===== config.mk =====
export PLATFORM = sky130hd
export DESIGN_NAME = pll_phase_ctrl
export DESIGN_NICKNAME = d
export VERILOG_FILES = /design/src/rtl/pll_phase_pkg.sv /design/src/rtl/pll_phase_ctrl.sv
export SDC_FILE = /design/constraint.sdc
export NUM_CORES = 1
export LEC_CHECK = 0
export BUFFER_PORTS_ARGS = -buffer_cell sky130_fd_sc_hd__clkbuf_2
export CORE_ASPECT_RATIO = 1.25
export CORE_MARGIN = 2
export CORE_UTILIZATION = 56
export DETAILED_ROUTE_END_ITERATION = 8
export PLACE_DENSITY_LB_ADDON = 0.3
export SKIP_CTS_REPAIR_TIMING = 1
export SYNTH_ARGS = -nofsm -noshare
export SYNTH_HDL_FRONTEND = slang
export SYNTH_SLANG_ARGS = --single-unit

===== constraint.sdc =====
create_clock -name clk_in -period 2.3 [get_ports clk_in]
set_clock_uncertainty 0.2 [all_clocks]
set_input_delay 0.115 -clock clk_in [delete_from_list [all_inputs] [get_ports clk_in]]
set_output_delay 0.115 -clock clk_in [all_outputs]
set_load 0.02 [all_outputs]

===== src/rtl/pll_phase_pkg.sv =====
// Shared types and constants for the EHXPLLL dynamic phase-shift sequencer.
// Purely declarative: no logic, no latency, no backpressure.
package pll_phase_pkg;

  typedef enum logic [2:0] {
    IDLE      = 3'd0,
    SETUP     = 3'd1,
    STEP_HI   = 3'd2,
    STEP_LO   = 3'd3,
    LOCK_WAIT = 3'd4,
    DONE      = 3'd5
  } state_t;

  typedef logic [1:0] phasesel_t;

  localparam phasesel_t SEL_CLKOS  = 2'b00;
  localparam phasesel_t SEL_CLKOS2 = 2'b01;
  localparam phasesel_t SEL_CLKOS3 = 2'b10;
  localparam phasesel_t SEL_CLKOP  = 2'b11;

  localparam logic DIR_LAG  = 1'b0;
  localparam logic DIR_LEAD = 1'b1;

  function automatic int max2(input int a, input int b);
    return (a > b) ? a : b;
  endfunction

endpackage


===== src/rtl/pll_phase_ctrl.sv =====
// Sequences PHASESEL/PHASEDIR/PHASESTEP with setup/high/hold timing, then waits for re-lock (optional PLL_PHASE_CTRL_STARTUP_EN).
// Latency: done one cycle after LOCK_WAIT, i.e. accept + SETUP_CYC + N*(HIGH_CYC+HOLD_CYC) + 1 edges; N=0 gives done right after accept.
// Backpressure: req_ready only in IDLE; a request offered while busy waits with the requester, nothing is queued.
module pll_phase_ctrl
  import pll_phase_pkg::*;
#(
  parameter int        STEP_W        = 8,
  parameter int        SETUP_CYC     = 4,
  parameter int        HIGH_CYC      = 4,
  parameter int        HOLD_CYC      = 4,
  parameter int        LOCK_TIMEOUT  = 1024,
  parameter int        STARTUP_STEPS = 0,
  parameter logic [1:0] STARTUP_SEL  = 2'b11
) (
  input  logic              clk_in,
  input  logic              rst_n,
  input  logic              req_valid,
  output logic              req_ready,
  input  logic [1:0]        req_sel,
  input  logic              req_dir,
  input  logic [STEP_W-1:0] req_steps,
  input  logic              pll_locked,
  output logic [1:0]        phasesel,
  output logic              phasedir,
  output logic              phasestep,
  output logic              busy,
  output logic              done,
  output logic              err
);

  localparam int CNT_MAX = max2(max2(SETUP_CYC, HIGH_CYC), max2(HOLD_CYC, LOCK_TIMEOUT));
  localparam int CNT_W   = $clog2(CNT_MAX + 1);

`ifdef PLL_PHASE_CTRL_STARTUP_EN
  localparam logic START_EN = (STARTUP_STEPS != 0);
`else
  localparam logic START_EN = 1'b0;
`endif

  state_t            state, state_nxt;
  logic [CNT_W-1:0]  cnt, cnt_nxt;
  logic [STEP_W-1:0] rem, rem_nxt;
  phasesel_t         sel_nxt;
  logic              dir_nxt;
  logic              start_pend, start_pend_nxt;
  logic              to_err;

  always_ff @(posedge clk_in or negedge rst_n) begin
    if (!rst_n) begin
      state      <= IDLE;
      cnt        <= '0;
      rem        <= '0;
      start_pend <= START_EN;
      phasesel   <= SEL_CLKOP;
      phasedir   <= DIR_LAG;
      phasestep  <= 1'b0;
      busy       <= 1'b0;
      done       <= 1'b0;
      err        <= 1'b0;
      req_ready  <= 1'b0;
    end else begin
      state      <= state_nxt;
      cnt        <= cnt_nxt;
      rem        <= rem_nxt;
      start_pend <= start_pend_nxt;
      phasesel   <= sel_nxt;
      phasedir   <= dir_nxt;
      // Outputs are decoded from the next state so they align with the state register.
      phasestep  <= (state_nxt == STEP_HI);
      busy       <= (state_nxt != IDLE);
      done       <= (state_nxt == DONE);
      err        <= to_err;
      req_ready  <= (state_nxt == IDLE) && !start_pend_nxt;
    end
  end

  always_comb begin
    state_nxt      = state;
    cnt_nxt        = cnt + CNT_W'(1);
    rem_nxt        = rem;
    sel_nxt        = phasesel;
    dir_nxt        = phasedir;
    start_pend_nxt = start_pend;
    to_err         = 1'b0;

    case (state)
      IDLE: begin
        cnt_nxt = '0;
        if (start_pend) begin
          sel_nxt        = STARTUP_SEL;
          dir_nxt        = DIR_LAG;
          rem_nxt        = STEP_W'(STARTUP_STEPS);
          start_pend_nxt = 1'b0;
          state_nxt      = SETUP;
        end else if (req_valid && req_ready) begin
          sel_nxt   = req_sel;
          dir_nxt   = req_dir;
          rem_nxt   = req_steps;
          state_nxt = (req_steps == '0) ? DONE : SETUP;
        end
      end
      SETUP: begin
        if (cnt == CNT_W'(SETUP_CYC - 1)) begin
          cnt_nxt   = '0;
          state_nxt = STEP_HI;
        end
      end
      STEP_HI: begin
        if (cnt == CNT_W'(HIGH_CYC - 1)) begin
          cnt_nxt   = '0;
          rem_nxt   = rem - STEP_W'(1);
          state_nxt = STEP_LO;
        end
      end
      STEP_LO: begin
        // sel/dir are unchanged between steps, so further pulses skip SETUP.
        if (cnt == CNT_W'(HOLD_CYC - 1)) begin
          cnt_nxt   = '0;
          state_nxt = (rem != '0) ? STEP_HI : LOCK_WAIT;
        end
      end
      LOCK_WAIT: begin
        if (pll_locked) begin
          cnt_nxt   = '0;
          state_nxt = DONE;
        end else if (cnt == CNT_W'(LOCK_TIMEOUT - 1)) begin
          cnt_nxt   = '0;
          to_err    = 1'b1;
          state_nxt = DONE;
        end
      end
      DONE: begin
        cnt_nxt   = '0;
        state_nxt = IDLE;
      end
      default: begin
        cnt_nxt   = '0;
        state_nxt = IDLE;
      end
    endcase
  end

endmodule

# Word-level counts from Yosys, hierarchy flattened
# Cells that the tools add are included.
[word_totals] input_bits=15 ff_bits=31
[classes] reduce_logical=13 muxes=26 n_eq_ne=10 n_addsub=2
[ops] op="$mux W11" count=3
[ops] op="$mux W3" count=9
[ops] op="$mux W8" count=3
[ops] op="$pmux W11 S2" count=1
[ops] op="$pmux W8 S2" count=1
[ops] op="$pmux W3 S5" count=1
[ops] op="$add A11 B1 Y11 const B" count=1
[ops] op="$eq A11 B10 Y1 const B" count=1
[ops] op="$eq A11 B2 Y1 const B" count=1
[ops] op="$eq A3 B2 Y1 const B" count=3
[ops] op="$logic_not A8 Y1" count=1
[ops] op="$reduce_bool A8 Y1" count=1
[ops] op="$sub A8 B1 Y8 const B" count=1
[ops] op="$eq A3 B3 Y1 const B" count=2
[ops] op="$logic_not A3 Y1" count=2
[ops] op="$mux W1" count=6
[ops] op="$mux W2" count=2
[ops] op="$reduce_bool A2 Y1" count=2
[ops] op="$eq A3 B1 Y1 const B" count=1
[ops] op="$ne A3 B3 Y1 const B" count=1
[ops] op="$reduce_and A3 Y1" count=1
[ops] op="$reduce_bool A3 Y1" count=1
[ops] op="$reduce_or A3 Y1" count=1
[ops] op="$logic_and A1 B1 Y1" count=2
[ops] op="other kinds (3)" count=3

# Logic depth before layout (Yosys ltp)
[depth] word_depth=7 depth_mapped=6 ltp_nobuf=6

# Worst setup path after synthesis
# Ideal clock, no wire load.
[synth_path] path_type="reg2reg" start="register cnt[0]" end="register rem[4]" slack_ps=346 t_arrival_ps=1628 setup_ps=126 required_time_ps=1974 path_stages_with_launch=7 path_buffers=1 cell_sequence="dfrtp_1 > ha_1 > nor4b_4 > nand4_4 > and2_4 > buf_6 > o32a_1"
[synth_via] elab_chain_cells=3
[synth_rtl] element="start: declaration" line="pll_phase_ctrl.sv:41" text="logic [CNT_W-1:0] cnt, cnt_nxt;"
[synth_rtl] element="start signal: assignment" line="pll_phase_ctrl.sv:63" text="cnt <= cnt_nxt;"
[synth_rtl] element="$eq A11 B2 Y1" line="pll_phase_ctrl.sv:109" text="if (cnt == CNT_W'(HIGH_CYC - 1)) begin"
[synth_rtl] element="$ne A2 B2 Y1 (no source line)"
[synth_rtl] element="$reduce_and A3 Y1 (no source line)"
[synth_rtl] element="end signal: assignment" line="pll_phase_ctrl.sv:64" text="rem <= rem_nxt;"
[synth_rtl] element="end: declaration" line="pll_phase_ctrl.sv:42" text="logic [STEP_W-1:0] rem, rem_nxt;"
# Every way passes these cells.
# A chain may end at the register's enable or synchronous reset.

# Worst setup path after layout
[layout_path] start="register cnt[0]" end="register done"
[layout_via] elab_chain_cells=5
[layout_rtl] element="$eq A11 B10 Y1" line="pll_phase_ctrl.sv:126" text="end else if (cnt == CNT_W'(LOCK_TIMEOUT - 1)) begin"
[layout_rtl] element="$mux W3" line="pll_phase_ctrl.sv:126"
[layout_rtl] element="$mux W3" line="pll_phase_ctrl.sv:123" text="if (pll_locked) begin"
[layout_rtl] element="$pmux W3 S5 (*)" line="pll_phase_ctrl.sv:86" text="case (state)"
[layout_rtl] element="$eq A3 B3 Y1 (*)" line="pll_phase_ctrl.sv:71" text="done <= (state_nxt == DONE);"
[layout_rtl] element="end signal: assignment" line="pll_phase_ctrl.sv:71"
[layout_rtl] element="end: declaration" line="pll_phase_ctrl.sv:27" text="output logic done,"
# Every way passes the cells marked *; elsewhere a longest branch is shown, timed or not.

==> qor.yml <==
synthesis:
  ys.flop_type: "dfrtp_1"
  synth_warnings: 0
  yosys.area_share.simple: 0.275
  syn_area_um2: 1650
  synth-edff-count: 0
  synth-adder-area-share: 0.0151
  synth_compound_gate_area_share: 0.153
  yosysSeqAreaShare: 0.470
  syn_inst: 166
  yosysUniqueCellTypes: 50
  synthArstFlopShare: 1.00
  synth.area.mux_share: 0.0129
  ys_ff_latch: 31
  synth_top_family_by_area: "simple AND/OR/NAND/NOR gates"
  synth_fp_nets: 183
  yosys.area_share.xor_xnor: 0.0424
  syn_area_per_cell_um2: 9.96
power:
  swShare: 0.379
  p_leak_nw: 0.892
  ir_worst_vdd_uv: 549
  power.density_nw_per_um2: 985
  power_frac_clock: 0.186
  switching_power_mw: 0.738
  pwr-share-comb: 0.377
  seqPwrFrac: 0.437
  p_int_mw: 1.21
min_path:
  hp-class: "input pin to register"
placement:
  dp_hpwl_um: 2580
  place_congestion: 0.764
  place_inst: 222
  portBuffers: 22
sta:
  fin_crit_ps: 2080
  rsz0062_at_grt: "no"
  drv_slew: 0
  hold_viol: 0
  tightest_slew_ps: 760
  finalSetupViolations: 0
  min_period_over_period: 0.905
  holdWs_ps: 29.8
  clock.fmax_ghz: 0.481
  relSlewSlack: 0.493
  tns_ps: 0
global_routing:
  grt_pass1_wl_um: 5730
  antenna_found_initial: 0
  grt_pass1_vias: 1321
  grt_max_degree: 32
  grtUsageTotal: 0.229
  gr-total-overflow: 0
clock_network:
  cts_buffers: 5
  htree_levels: 2
  root_buffer: "clkbuf_4"
  clk_latency_ps: 330
  clockBufferDepth: 2
  cts_tree: "yes"
  cts.reportedPaths.clkPinSlew_ps: 100
  clock-sinks: 31
routing:
  wl_per_cell_um: 14.5
  vias_per_cell: 5.80
  drcViolationCount: 0
  vias: 1393
  drtPass1Iterations: 4
  routed_wirelength_um: 3490
  ant_nets: 0
  initialDrtViolationCount: 50
die:
  coreArea_um2: 2890
  die_h_um: 64.8
  die-area_um2: 3410
  start_util: 0.572
  pin_count: 23
  die_w_um: 52.6
  num_rows: 22
critical_path:
  cp_max_fo: 5
  crit_type: "register to register"
  cp-start-kind: "register"
  cp.required_ps: 2360
  arrival_ps: 2140
  critPathCaptureType: "register"
finish:
  n_antenna_cell: 0
  fin_nets: 220
  fillers: 237
  final_util: 0.684
  multiInputGateArea_um2: 825
  drive_above_1_share: 0.225
  area_growth_pct: 19.4
  seqCellArea_um2: 778
  finalNonFillerCells: 240
run:
  max_cap_viol_count: 0
status:
  status: "finished, final reports clean"
-- worst max-delay path, cell delays in order (launching register included) --
cell,delay [ps]
dfrtp_1,390
ha_1,220
nor4b_4,310
nand3_1,250
or3_1,450
a22oi_2,190
-- flip-flops by register name, indices dropped and copies added (netlist names) --
register	cells
done	1
phasesel	2
busy	1
rem	8
state	3
cnt	11
phasedir	1
req_ready	1
start_pend	1
err	1
phasestep	1
-- synthesized netlist by cell type (3+ instances only) --
library cell	n	share of area
inv_1	5	0.011
nor2b_1	4	0.015
dfrtp_1	29	0.44
xor2_1	6	0.032
nand2_1	11	0.025
o22a_1	3	0.016
a21oi_1	11	0.033
clkbuf_1	3	0.0068
o21ai_0	3	0.0091
nand3_1	5	0.015
o22ai_1	3	0.011
nor3_1	4	0.012
nor2_1	24	0.054
nor4_1	3	0.011
nand4_1	5	0.019
-- layout make-up --
class                           instances  share of cell area
Timing Repair Buffer                   36               0.122
Tap cell                               36              0.0228
Clock buffer                            8              0.0348
Multi-Input combinational cell        124               0.417
Inverter                                5             0.00950
Sequential cell                        31               0.394
-- worst paths after layout --
kind | from | slack [ps] | depth (start not counted) | end
worst max-delay path | cnt[0] | 220 | 5 | done
worst min-delay path | req_valid | 30 | 4 | phasedir
worst max register to register | cnt[0] | 220 | 5 | done
worst min register to register | phasedir | 280 | 2 | phasedir
max in group asynchronous | rst_n | 1230 | 2 | start_pend
min in group asynchronous | rst_n | 170 | 2 | rem[2]
-- power by group through the flow --
stage	Clock (mW)	Sequential, mW	Combinational, mW
2_1_floorplan	0	0.886	0.475
3_3_place_gp	0	0.850	0.703
3_5_place_dp	0	0.860	0.720
4_1_cts	0.369	0.848	0.724
5_1_grt	0.400	0.874	0.816
6_report	0.361	0.850	0.735
-- layer usage --
layer,vias up,GRT usage,routed length [um]
li1,684,-,-
met1,655,0.265,1410
met2,48,0.386,1840
met3,6,0.0668,171
met4,0,0.0962,59
met5,-,0,0
-- stage by stage --
| step | area, um2 | setup slack, ps | total power [mW] |
|---|---|---|---|
| 2_1_floorplan | 1650 | 346 | 1.36 |
| 3_3_place_gp | 1810 | 311 | 1.55 |
| 3_5_place_dp | 1810 | 210 | 1.58 |
| 4_1_cts | 1880 | 202 | 1.94 |
| 5_1_grt | 1980 | 74.7 | 2.09 |
| 6_report | 1980 | 220 | 1.95 |
-- cell usage in the layout, fill, tap and decap left out, drive strengths merged, types with 4 or more instances in the layout --
cell type and instances:
nor2b 4, clkbuf 30, o21ai 4, a21oi 11
xor2 6, nand4 6, inv 5, nor4 4
dlygate4sd3 10, buf 4, nor3 4, nor2 24
nand3 5, dfrtp 29, a22oi 4, nand2 11
-- kinds of logic after synthesis --
| kind of cell | Yosys count |
|---|---|
| AND/OR/NAND/NOR | 76 |
| AO/OA/AOI/OAI | 36 |
| flip-flops | 31 |
| buffers and inverters | 11 |
| XOR/XNOR | 8 |
| multiplexers | 2 |
| adder cells (fa/ha/maj) | 2 |
(Power assumes the default switching activity.)
